`config.mk`:
```
export PLATFORM = sky130hd
export DESIGN_NAME = conv3_window_ctrl
export DESIGN_NICKNAME = d
export VERILOG_FILES = /design/src/rtl/conv3_window_ctrl.sv
export SDC_FILE = /design/constraint.sdc
export NUM_CORES = 1
export LEC_CHECK = 0
export ABC_AREA = 0
export CORE_ASPECT_RATIO = 1.25
export CORE_UTILIZATION = 35
export DETAILED_ROUTE_END_ITERATION = 10
export HOLD_SLACK_MARGIN = 0.12
export SYNTH_ARGS = -nofsm -noshare
export SYNTH_HDL_FRONTEND = slang
export SYNTH_SLANG_ARGS = --single-unit
```
`constraint.sdc`:
```
create_clock -name CLK -period 5.13 [get_ports CLK]
set_input_delay 0.513 -clock CLK [delete_from_list [all_inputs] [get_ports CLK]]
set_output_delay 0.513 -clock CLK [all_outputs]
set_load 0.03 [all_outputs]
```
`src/rtl/conv3_window_ctrl.sv`:
```
`default_nettype none
// +--------------------------------------------------------------------------+
// | Module   : conv3_window_ctrl                                             |
// | Function : Frame sequencer for the 3x3 sliding-window line buffer.       |
// |            Accepts a raster pixel stream, drives the line-buffer shift   |
// |            enable, tracks pixel row/column, qualifies complete in-image |
// |            windows, honours downstream backpressure and pulses          |
// |            Frame_Done at the end of each frame.                          |
// | Options  : WIN_CTRL_ERR_CHK_EN adds a sticky Err output flagging         |
// |            upstream overrun and Start during an active frame.            |
// | Revision : 1.0  initial release                                          |
// +--------------------------------------------------------------------------+
module conv3_window_ctrl #(
   parameter int IMG_Width  = 5,
   parameter int IMG_Height = 5,
   parameter int CntWidth   = 8
) (
   input  logic                CLK,
   input  logic                CLR,
   input  logic                Start,
   input  logic                Pix_Valid,
   output logic                Pix_Ready,
   output logic                LB_WE,
   input  logic                Out_Ready,
   output logic                Win_Valid,
   output logic [CntWidth-1:0] Col,
   output logic [CntWidth-1:0] Row,
   output logic                Busy,
   output logic                Frame_Done
`ifdef WIN_CTRL_ERR_CHK_EN
   ,
   output logic                Err
`endif
);

   localparam logic [CntWidth-1:0] c_LAST_COL = CntWidth'(IMG_Width - 1);
   localparam logic [CntWidth-1:0] c_LAST_ROW = CntWidth'(IMG_Height - 1);
   localparam logic [CntWidth-1:0] c_WIN_MIN  = CntWidth'(2);
   localparam logic [CntWidth-1:0] c_ONE      = CntWidth'(1);

   typedef enum logic [1:0] {
      S_IDLE  = 2'd0,
      S_RUN   = 2'd1,
      S_DRAIN = 2'd2,
      S_DONE  = 2'd3
   } state_t;

   state_t              state_q, state_d;
   logic [CntWidth-1:0] col_cnt_q, col_cnt_d;
   logic [CntWidth-1:0] row_cnt_q, row_cnt_d;
   logic                win_valid_q, win_valid_d;
   logic [CntWidth-1:0] win_col_q, win_col_d;
   logic [CntWidth-1:0] win_row_q, win_row_d;
   logic                frame_done;

   logic w_pix_ready;
   logic w_accept;
   logic w_last_pix;
   logic w_qualify;

   // A pending window that is not being consumed freezes the shift chain.
   assign w_pix_ready = (state_q == S_RUN) && (!win_valid_q || Out_Ready);
   assign w_accept    = Pix_Valid && w_pix_ready;
   assign w_last_pix  = (col_cnt_q == c_LAST_COL) && (row_cnt_q == c_LAST_ROW);
   // Columns 0/1 hold row-wrap windows and rows 0/1 top-border windows.
   assign w_qualify   = w_accept && (row_cnt_q >= c_WIN_MIN) && (col_cnt_q >= c_WIN_MIN);

   // Next-state and frame-done decode.
   always_comb begin
      state_d    = state_q;
      frame_done = 1'b0;
      case (state_q)
         S_IDLE:  if (Start) state_d = S_RUN;
         S_RUN:   if (w_accept && w_last_pix) state_d = S_DRAIN;
         S_DRAIN: if (!win_valid_q || Out_Ready) state_d = S_DONE;
         S_DONE: begin
            frame_done = 1'b1;
            state_d    = S_IDLE;
         end
         default: state_d = S_IDLE;
      endcase
   end

   // Raster position of the next pixel to be accepted.
   always_comb begin
      col_cnt_d = col_cnt_q;
      row_cnt_d = row_cnt_q;
      if (state_q == S_IDLE && Start) begin
         col_cnt_d = '0;
         row_cnt_d = '0;
      end else if (w_accept) begin
         if (col_cnt_q == c_LAST_COL) begin
            col_cnt_d = '0;
            row_cnt_d = (row_cnt_q == c_LAST_ROW) ? '0 : row_cnt_q + c_ONE;
         end else begin
            col_cnt_d = col_cnt_q + c_ONE;
         end
      end
   end

   // Window qualifier: a new qualifying pixel wins over consumption.
   always_comb begin
      win_valid_d = win_valid_q;
      win_col_d   = win_col_q;
      win_row_d   = win_row_q;
      if (w_qualify) begin
         win_valid_d = 1'b1;
         win_col_d   = col_cnt_q;
         win_row_d   = row_cnt_q;
      end else if (Out_Ready) begin
         win_valid_d = 1'b0;
      end
   end

   // State, counter and window registers.
   always_ff @(posedge CLK) begin
      if (CLR) begin
         state_q     <= S_IDLE;
         col_cnt_q   <= '0;
         row_cnt_q   <= '0;
         win_valid_q <= 1'b0;
         win_col_q   <= '0;
         win_row_q   <= '0;
      end else begin
         state_q     <= state_d;
         col_cnt_q   <= col_cnt_d;
         row_cnt_q   <= row_cnt_d;
         win_valid_q <= win_valid_d;
         win_col_q   <= win_col_d;
         win_row_q   <= win_row_d;
      end
   end

`ifdef WIN_CTRL_ERR_CHK_EN
   logic err_q, err_d;
   logic w_err_evt;

   assign w_err_evt = (Pix_Valid && (state_q == S_DRAIN || state_q == S_DONE)) ||
                      (Start && state_q == S_RUN);
   assign err_d     = err_q || w_err_evt;

   // Sticky protocol-error flag, cleared only by CLR.
   always_ff @(posedge CLK) begin
      if (CLR) err_q <= 1'b0;
      else     err_q <= err_d;
   end

   assign Err = err_q;
`endif

   assign Pix_Ready  = w_pix_ready;
   assign LB_WE      = w_accept;
   assign Win_Valid  = win_valid_q;
   assign Col        = win_col_q;
   assign Row        = win_row_q;
   assign Busy       = (state_q != S_IDLE);
   assign Frame_Done = frame_done;

endmodule
`default_nettype wire
```
# Word level (Yosys, flattened, before mapping)
# Cells that the tools add are included.
# word_totals
register_bits,35
latch_bits,0
ram_bits,0
rom_bits,0
input_bits,5
output_inout_bits,21
word_cells,42
n_memories,0
# classes
addsub,2
n_mul,0
div,0
magnitude_cmp,2
n_eq_ne,8
shift,0
n_mux,9
bitwise_logic,0
n_reduce_logical,15
# op_table
op,n
8-bit by 1-bit adder with 8-bit output (second input constant),2
8-bit by 3-bit == test with 1-bit output (second input constant),2
8-bit by 2-bit >= comparator with 1-bit output (second input constant),2
8-bit 2-to-1 mux,2
2-bit case mux with 4 select lines,1
1-bit logical AND,7
2-bit 2-to-1 mux,3
2-bit == test (second input constant),2
2-bit inequality test (second input constant),2
2-bit nonzero test,2
1-bit 2-to-1 mux,3
3-bit AND reduction,1
2-bit by 1-bit == test with 1-bit output (second input constant),1
2-bit logical NOT,1
2-bit by 1-bit inequality test with 1-bit output (second input constant),1
2-bit AND reduction,1
2-bit OR reduction,1
1-bit logical NOT,1
1-bit logical OR,1

# Logic depth before layout (Yosys ltp)
# Gate-level depths: netlist of run 1.
# logic_depth
ltp_word,7
depth_mapped,8
depth_no_buf,8

# Least setup slack after synthesis of run 1
# No wires, ideal clock.
# synth_timing
path_kind,register to register
startpoint,reg state_q[1]
endpoint,"reg win_col_q[0], in the netlist Col[0]"
setup_time_ns,0.128
arrival_ns,1.881
required_time_ns,5.002
setup_slack_ns,3.121
path_stages_with_launch,9
n_path_buf,1
period_less_slack_ns,2.009
path_cell_list,dfxtp_1 -> inv_1 -> ha_1 -> nand2_1 -> or2_2 -> a211oi_2 -> buf_6 -> mux2i_1 -> nor2_1
# synth_via
elab_chain_len,5
# synth_lines
element,line_no,rtl
from (decl),48,"state_t state_q, state_d;"
from (signal assigned),125,state_q <= state_d;
2-bit by 1-bit == test with 1-bit output,62,assign w_pix_ready = (state_q == S_RUN) && (!win_valid_q || Out_Ready);
1-bit logical AND,62,
1-bit logical AND,63,assign w_accept = Pix_Valid && w_pix_ready;
1-bit logical AND (2 in a row),66,assign w_qualify = w_accept && (row_cnt_q >= c_WIN_MIN) && (col_cnt_q >= c_WIN_MIN);
to (signal assigned),129,win_col_q <= win_col_d;
to (decl),52,"logic [CntWidth-1:0] win_col_q, win_col_d;"
# No other way between the ends.
# A chain may end at the register's enable or synchronous reset.

# Worst setup path after layout of run 1
# layout_timing
startpoint,in Out_Ready
endpoint,out LB_WE
# layout_via
elab_chain_len,3
# layout_lines
element,line_no,rtl
from (decl),24,"input logic Out_Ready,"
1-bit logical OR,62,
1-bit logical AND,62,
1-bit logical AND,63,
to (decl),23,"output logic LB_WE,"
# No other way between the ends.

==> results of run 1 <==
registers in the layout, summed over array words and instances (netlist names):
name       count
Col            8
Row            8
row_cnt_q      8
state_q        2
Win_Valid      1
col_cnt_q      8
cells by family (layout without fill, tap and decap cells):
kind of cell / Yosys count / after routing
XOR/XNOR: 13 / 13
AO/OA/AOI/OAI: 13 / 13
buffers and inverters: 16 / 44
multiplexers: 16 / 16
adder cells (fa/ha/maj): 11 / 11
flip-flops: 35 / 35
AND/OR/NAND/NOR: 81 / 81
cells in the final DEF, fill, tap and decap left out:
cell / Yosys / final
clkdlybuf4s50_1: 0 / 25
and3_2: 1 / 1
o21a_1: 2 / 2
nand3_1: 6 / 6
clkbuf_1: 3 / 1
nor4_1: 2 / 2
nor4_4: 1 / 1
nor2b_1: 1 / 1
or3_4: 1 / 1
inv_1: 9 / 9
clkbuf_8: 0 / 7
or3_1: 2 / 2
nor3b_2: 1 / 1
nand2b_1: 2 / 2
nor2_1: 34 / 34
nor3b_1: 3 / 3
o21ai_0: 2 / 2
nand4_1: 4 / 4
a211oi_2: 1 / 1
o311a_1: 1 / 1
xor2_1: 6 / 6
nand2_1: 13 / 13
mux2i_1: 16 / 16
or2_4: 1 / 1
a41oi_1: 1 / 1
a21oi_1: 6 / 6
clkinv_1: 1 / 1
dfxtp_1: 35 / 35
or4_4: 1 / 1
xnor2_1: 7 / 7
ha_1: 11 / 11
or4_1: 1 / 1
nor3_1: 5 / 5
buf_4: 0 / 1
or2_2: 2 / 2
power by group:
group,switching (mW),internal [mW]
registers,0.00968,0.281
clock network,0.0916,0.122
logic,0.100,0.0666
total,0.202,0.470
area by class of cell:
| class | instances | area, um2 |
|---|---|---|
| Fill cell | 467 | 2440 |
| Clock buffer | 8 | 100 |
| Multi-Input combinational cell | 134 | 913 |
| Sequential cell | 35 | 701 |
| Inverter | 10 | 37.5 |
| Tap cell | 58 | 72.6 |
| Timing Repair Buffer | 26 | 258 |
critical path, delay by kind of cell:
family	cells	cell delay [ns]
buffers and inverters	3	1.25
and+or+nand+nor	2	0.61
how the worst max path moves through the flow:
stage                     startpoint     end  cells past startpoint
after floorplan           state_q[1]  Col[0]                      8
after global placement     Out_Ready   LB_WE                      5
after detailed placement   Out_Ready   LB_WE                      5
after CTS                  Out_Ready   LB_WE                      5
after global routing       Out_Ready   LB_WE                      5
final                      Out_Ready   LB_WE                      5
layer usage:
| layer | vias to the layer above | track usage | share of wire |
|---|---|---|---|
| met5 | - | 0 | 0 |
| met4 | 0 | 0.0614 | 0.016 |
| met3 | 5 | 0.0400 | 0.033 |
| met2 | 20 | 0.251 | 0.50 |
| met1 | 618 | 0.173 | 0.45 |
| li1 | 673 | - | - |
stage by stage:
step | instance area, um2 | power (mW) | hold slack (ns)
after global routing | 2080 | 0.717 | 0.520
after CTS | 2080 | 0.684 | 0.474
after global placement | 1980 | 0.465 | 0.465
after detailed placement | 1980 | 0.466 | 0.463
after floorplan | 1680 | 0.414 | 0.485
final | 2080 | 0.672 | 0.473
==> qor.txt, run 1 <==
Initial Util = 0.372
Post-Synth Adder-Cell Area = 0.0817
Post-DRT Antenna Nets = 0
Area growth syn-to-layout = 23.6%
DP HPWL = 2.43 mm
Post-Synth XOR/XNOR Area = 0.0676
Max Slew Vio Count = 0
Final net count = 228
Synth Instances = 185
Vias per cell = 4.86
Vias in the first global route = 1265
Via count = 1316
Final setup fails = 0
Kind of critical path = in -> out
VDD IR max = 0.000255 V
Synth Register Bits = 35
FF-to-FF path depth = 8
Final TNS setup = 0 ns
Max Fanout on Critical Path = 7
Synth Flop Type = dfxtp_1
Post-CTS Resized = 0
Global placer's final weighted congestion = 0.751
Hold path endpoint = Col[2]
Area contributors post-synth = dfxtp_1 42%, mux2i_1 9.5%, ha_1 8.2%
FMAX = 347 MHz
Clk Latency, worst-skew pair = 0.28 ns
Fraction of layout cells with a size suffix above 1 = 0.0798
Dpl cells = 263
DRC = 0
Max Cap Viol = 0
Status = finished clean
Post-synth ARST share = 0
WL final = 3.29 mm
Flop2flop setup slack = 2.73 ns
Static leakage = 0.731 nW
Post-Synth Simple-Gate Area = 0.247
Slew @ Worst Pin = 0.782 ns
CP Launch Type = input pin
Io pins = 26
Synth Warn # = 0
TritonCTS Sinks = 35
Complex-gate fraction of the synthesized area = 0.0513
TritonCTS Buffers = 5
Core area = 0.00453 mm2
Initial antenna violation count = 0
Final worst slack = 2.24 ns
WHS Path Cells = 2
Cells along the critical path = clkdlybuf4s50_1 -> nor2b_1 -> or2_2 -> clkinv_1 -> clkdlybuf4s50_1
GRT overflow = 0
Number of synthesized flops with an enable pin = 0
Initial drt markers = 30
Mux share of post-synthesis cell area = 0.0951
Largest net degree at the start of global routing = 20
Die area = 0.00510 mm2
Syn Nets = 201
Die H = 79.6 um
Syn Std Cell Area = 0.00168 mm2
Worst R2R End = Col[3]
Slowest library cell on the worst path = clkdlybuf4s50_1
Worst slew margin = 0.477
CP arrival = 2.37 ns
RSZ-0062 raised after global routing = no
HP Start = Col[2]
Row cnt = 27
Dpl ws = 2.25 ns
Yosys cell types = 34
Largest family of logic cells by synthesized area = simple AND/OR/NAND/NOR gates
Reg clk slew, reported paths = 0.06 ns
Die Width = 64.0 um
GRT Util Overall = 0.148
WL/cell = 12.1 um
CTS tree = done
Top cell by count, worst path = clkdlybuf4s50_1
Fin crit share = 0.562
Longest Clk Path Bufs = 2
Ant diodes = 0
Power density cells = 323 mW/mm2
Fin crit period = 2.89 ns
Top-count cell post-synth = dfxtp_1
Root Buffer = clkbuf_8
Synth area leader = dfxtp_1
Layout Skew = 0.00386 ns
Reg-to-reg startpoint = state_q[1]
Post-route non-filler standard cell count = 271
First-pass GRT wire length = 5.78 mm
Synthesized area per cell = 9.10 um2
Yosys top cell area share = 0.416
H-tree depth = 2
Commonest cells post-synth = 35 x dfxtp_1, 34 x nor2_1, 16 x mux2i_1, 13 x nand2_1, 11 x ha_1
Crit path required time = 4.62 ns
Post-CTS Setup Inserts = 0
Drt first pass iters = 4
Worst setup EP type = output pin
Hold Fails Final Rpt = 0
Hold buffer count at CTS = 0
Port-buffer cells = 25
Register area share after synthesis = 0.416
CP peak stage delay = 0.65 ns
Layout Utilization = 0.460
Min-delay worst type = reg -> reg
Power figures use the tool's default switching activity.
==> inputs of run 2 (changes only) <==
- clock period: 5.13 -> 3 ns (I/O delays scaled with it)
==> run 2 against run 1 <==
Against the previous run: first-iteration DRC count increased by 6.7%; worst setup slack got worse by 1.7 ns; die area unchanged; highest routed layer unchanged; register-to-register slack got worse by 1.8 ns; critical path depth increased by 1; non-clock buffer count increased by 3; sequential share of layout area decreased by 0.42 points; sequential power increased by 71%; global-route usage decreased by 0.52 points; critical endpoint unchanged; power increased by 73%; largest cell class unchanged.
==> qor.txt, run 2 (synthesized netlist as in run 1, its figures left out) <==
Status = finished clean (unchanged)
Final TNS setup = 0 ns (unchanged)
TritonCTS Buffers = 5 (unchanged)
Most frequent cells in the layout = 35 x dfxtp_1, 34 x nor2_1, 25 x clkdlybuf4s50_1 (unchanged)
Power density cells = 552 mW/mm2 (was 323 mW/mm2)
Reg clk slew, reported paths = 0.07 ns (was 0.06 ns)
Row cnt = 27 (unchanged)
Post-CTS Resized = 0 (unchanged)
Max Fanout on Critical Path = 7 (unchanged)
Die Width = 64.0 um (unchanged)
CP arrival = 2.17 ns (was 2.37 ns)
GRT overflow = 0 (unchanged)
Slew @ Worst Pin = 0.470 ns (was 0.782 ns)
Post-DRT Antenna Nets = 0 (unchanged)
Cells along the critical path = inv_1 -> ha_1 -> nand2_1 -> or2_2 -> clkinv_1 -> clkdlybuf4s50_1 (was clkdlybuf4s50_1 -> nor2b_1 -> or2_2 -> clkinv_1 -> clkdlybuf4s50_1)
TritonCTS Sinks = 35 (unchanged)
DP HPWL = 2.43 mm (about the same)
WL/cell = 12.0 um (was 12.1 um)
Worst setup EP type = output pin (unchanged)
Fraction of layout cells with a size suffix above 1 = 0.0972 (was 0.0798)
Via count = 1335 (was 1316)
First-pass GRT wire length = 5.51 mm (was 5.78 mm)
Crit path required time = 2.70 ns (was 4.62 ns)
Static leakage = 0.746 nW (was 0.731 nW)
Fin crit share = 0.824
Slowest library cell on the worst path = clkdlybuf4s50_1 (unchanged)
Hold slack final = 0.491 ns (was 0.473 ns)
Initial drt markers = 32 (was 30)
Dpl ws = 0.691 ns (was 2.25 ns)
Largest net degree at the start of global routing = 20 (unchanged)
GRT Util Overall = 0.142 (was 0.148)
Final net count = 231 (was 228)
Initial antenna violation count = 0 (unchanged)
Commonest non-fill, non-tap cell in the layout = dfxtp_1 (unchanged)
Post-CTS Setup Inserts = 0 (unchanged)
Final setup fails = 0 (unchanged)
Io pins = 26 (unchanged)
VDD IR max = 0.000480 V (was 0.000255 V)
Area growth syn-to-layout = 25.2% (was 23.6%)
Min-delay worst type = reg -> reg (unchanged)
Worst slew margin = 0.684 (was 0.477)
Kind of critical path = reg -> out (was in -> out)
Filler instances = 469 (was 467)
Hold Fails Final Rpt = 0 (unchanged)
Core area = 0.00453 mm2 (unchanged)
Max Cap Viol = 0 (unchanged)
Clk Latency, worst-skew pair = 0.28 ns (about the same)
Port-buffer cells = 25 (unchanged)
Die H = 79.6 um (unchanged)
Fin crit period = 2.47 ns
Root Buffer = clkbuf_8 (unchanged)
Drt first pass iters = 4 (unchanged)
Final worst slack = 0.528 ns (was 2.24 ns)
Ant diodes = 0 (unchanged)
Post-route non-filler standard cell count = 274 (was 271)
Longest Clk Path Bufs = 2 (unchanged)
Initial Util = 0.372 (unchanged)
Register area = 701 um2 (unchanged)
H-tree depth = 2 (unchanged)
Layout Utilization = 0.466 (was 0.460)
RSZ-0062 raised after global routing = no (unchanged)
CP peak stage delay = 0.69 ns (was 0.65 ns)
CTS tree = done (unchanged)
Dpl cells = 266 (was 263)
DRC = 0 (unchanged)
Vias per cell = 4.87 (was 4.86)
CP Launch Type = flop (was input pin)
Global placer's final weighted congestion = 0.778 (was 0.751)
Area occupied by multi-input gates = 913 um2 (unchanged)
WL final = 3.30 mm (was 3.29 mm)
Layout Skew = 0.00264 ns (was 0.00386 ns)
Hold buffer count at CTS = 0 (unchanged)
Die area = 0.00510 mm2 (unchanged)
FMAX = 404 MHz
Vias in the first global route = 1229 (was 1265)
Max Slew Vio Count = 0 (unchanged)
run 2: power breakdown:
part           internal, mW  leakage [nW]  switching, mW  total (mW)
sequential            0.481         0.282         0.0173       0.498
clock                 0.209        0.0505          0.169       0.378
combinational         0.116         0.413          0.172       0.287
run 2: stage by stage:
step	instance area [um2]	total power, mW
after CTS	2110	1.18
after global routing	2110	1.24
final	2110	1.16
after floorplan	1680	0.707
after global placement	2000	0.797
after detailed placement	2000	0.800
run 2: worst max-delay path, delay by kind of cell, from the launching register on:
kind | cells | cell delay [ns]
AND/OR/NAND/NOR | 2 | 0.43
adder cells (fa/ha/maj) | 1 | 0.17
flip-flops | 1 | 0.34
buffers and inverters | 3 | 0.95
run 2: final timing paths:
kind         slack, ns  cells past startpoint     end  startpoint
max reg2reg       0.92                      8  Col[3]  state_q[1]
min               0.49                      2  Col[2]      Col[2]
min reg2reg       0.49                      2  Col[2]      Col[2]
max               0.53                      6   LB_WE  state_q[1]
run 2: area by class of cell:
cell class	instances	share of cell area
multi-input cells	134	0.433
flip-flops and latches	35	0.332
well taps	58	0.0344
inverters	10	0.0178
repair buffers	29	0.133
clock inverters	1	0.00356
clock buffers	7	0.0457
run 2: metal layers:
layer,vias up,part of all wire,global-route usage
met5,-,0,0
met4,0,0.021,0.0750
met3,6,0.032,0.0343
met2,27,0.48,0.236
met1,621,0.47,0.169
li1,681,-,-
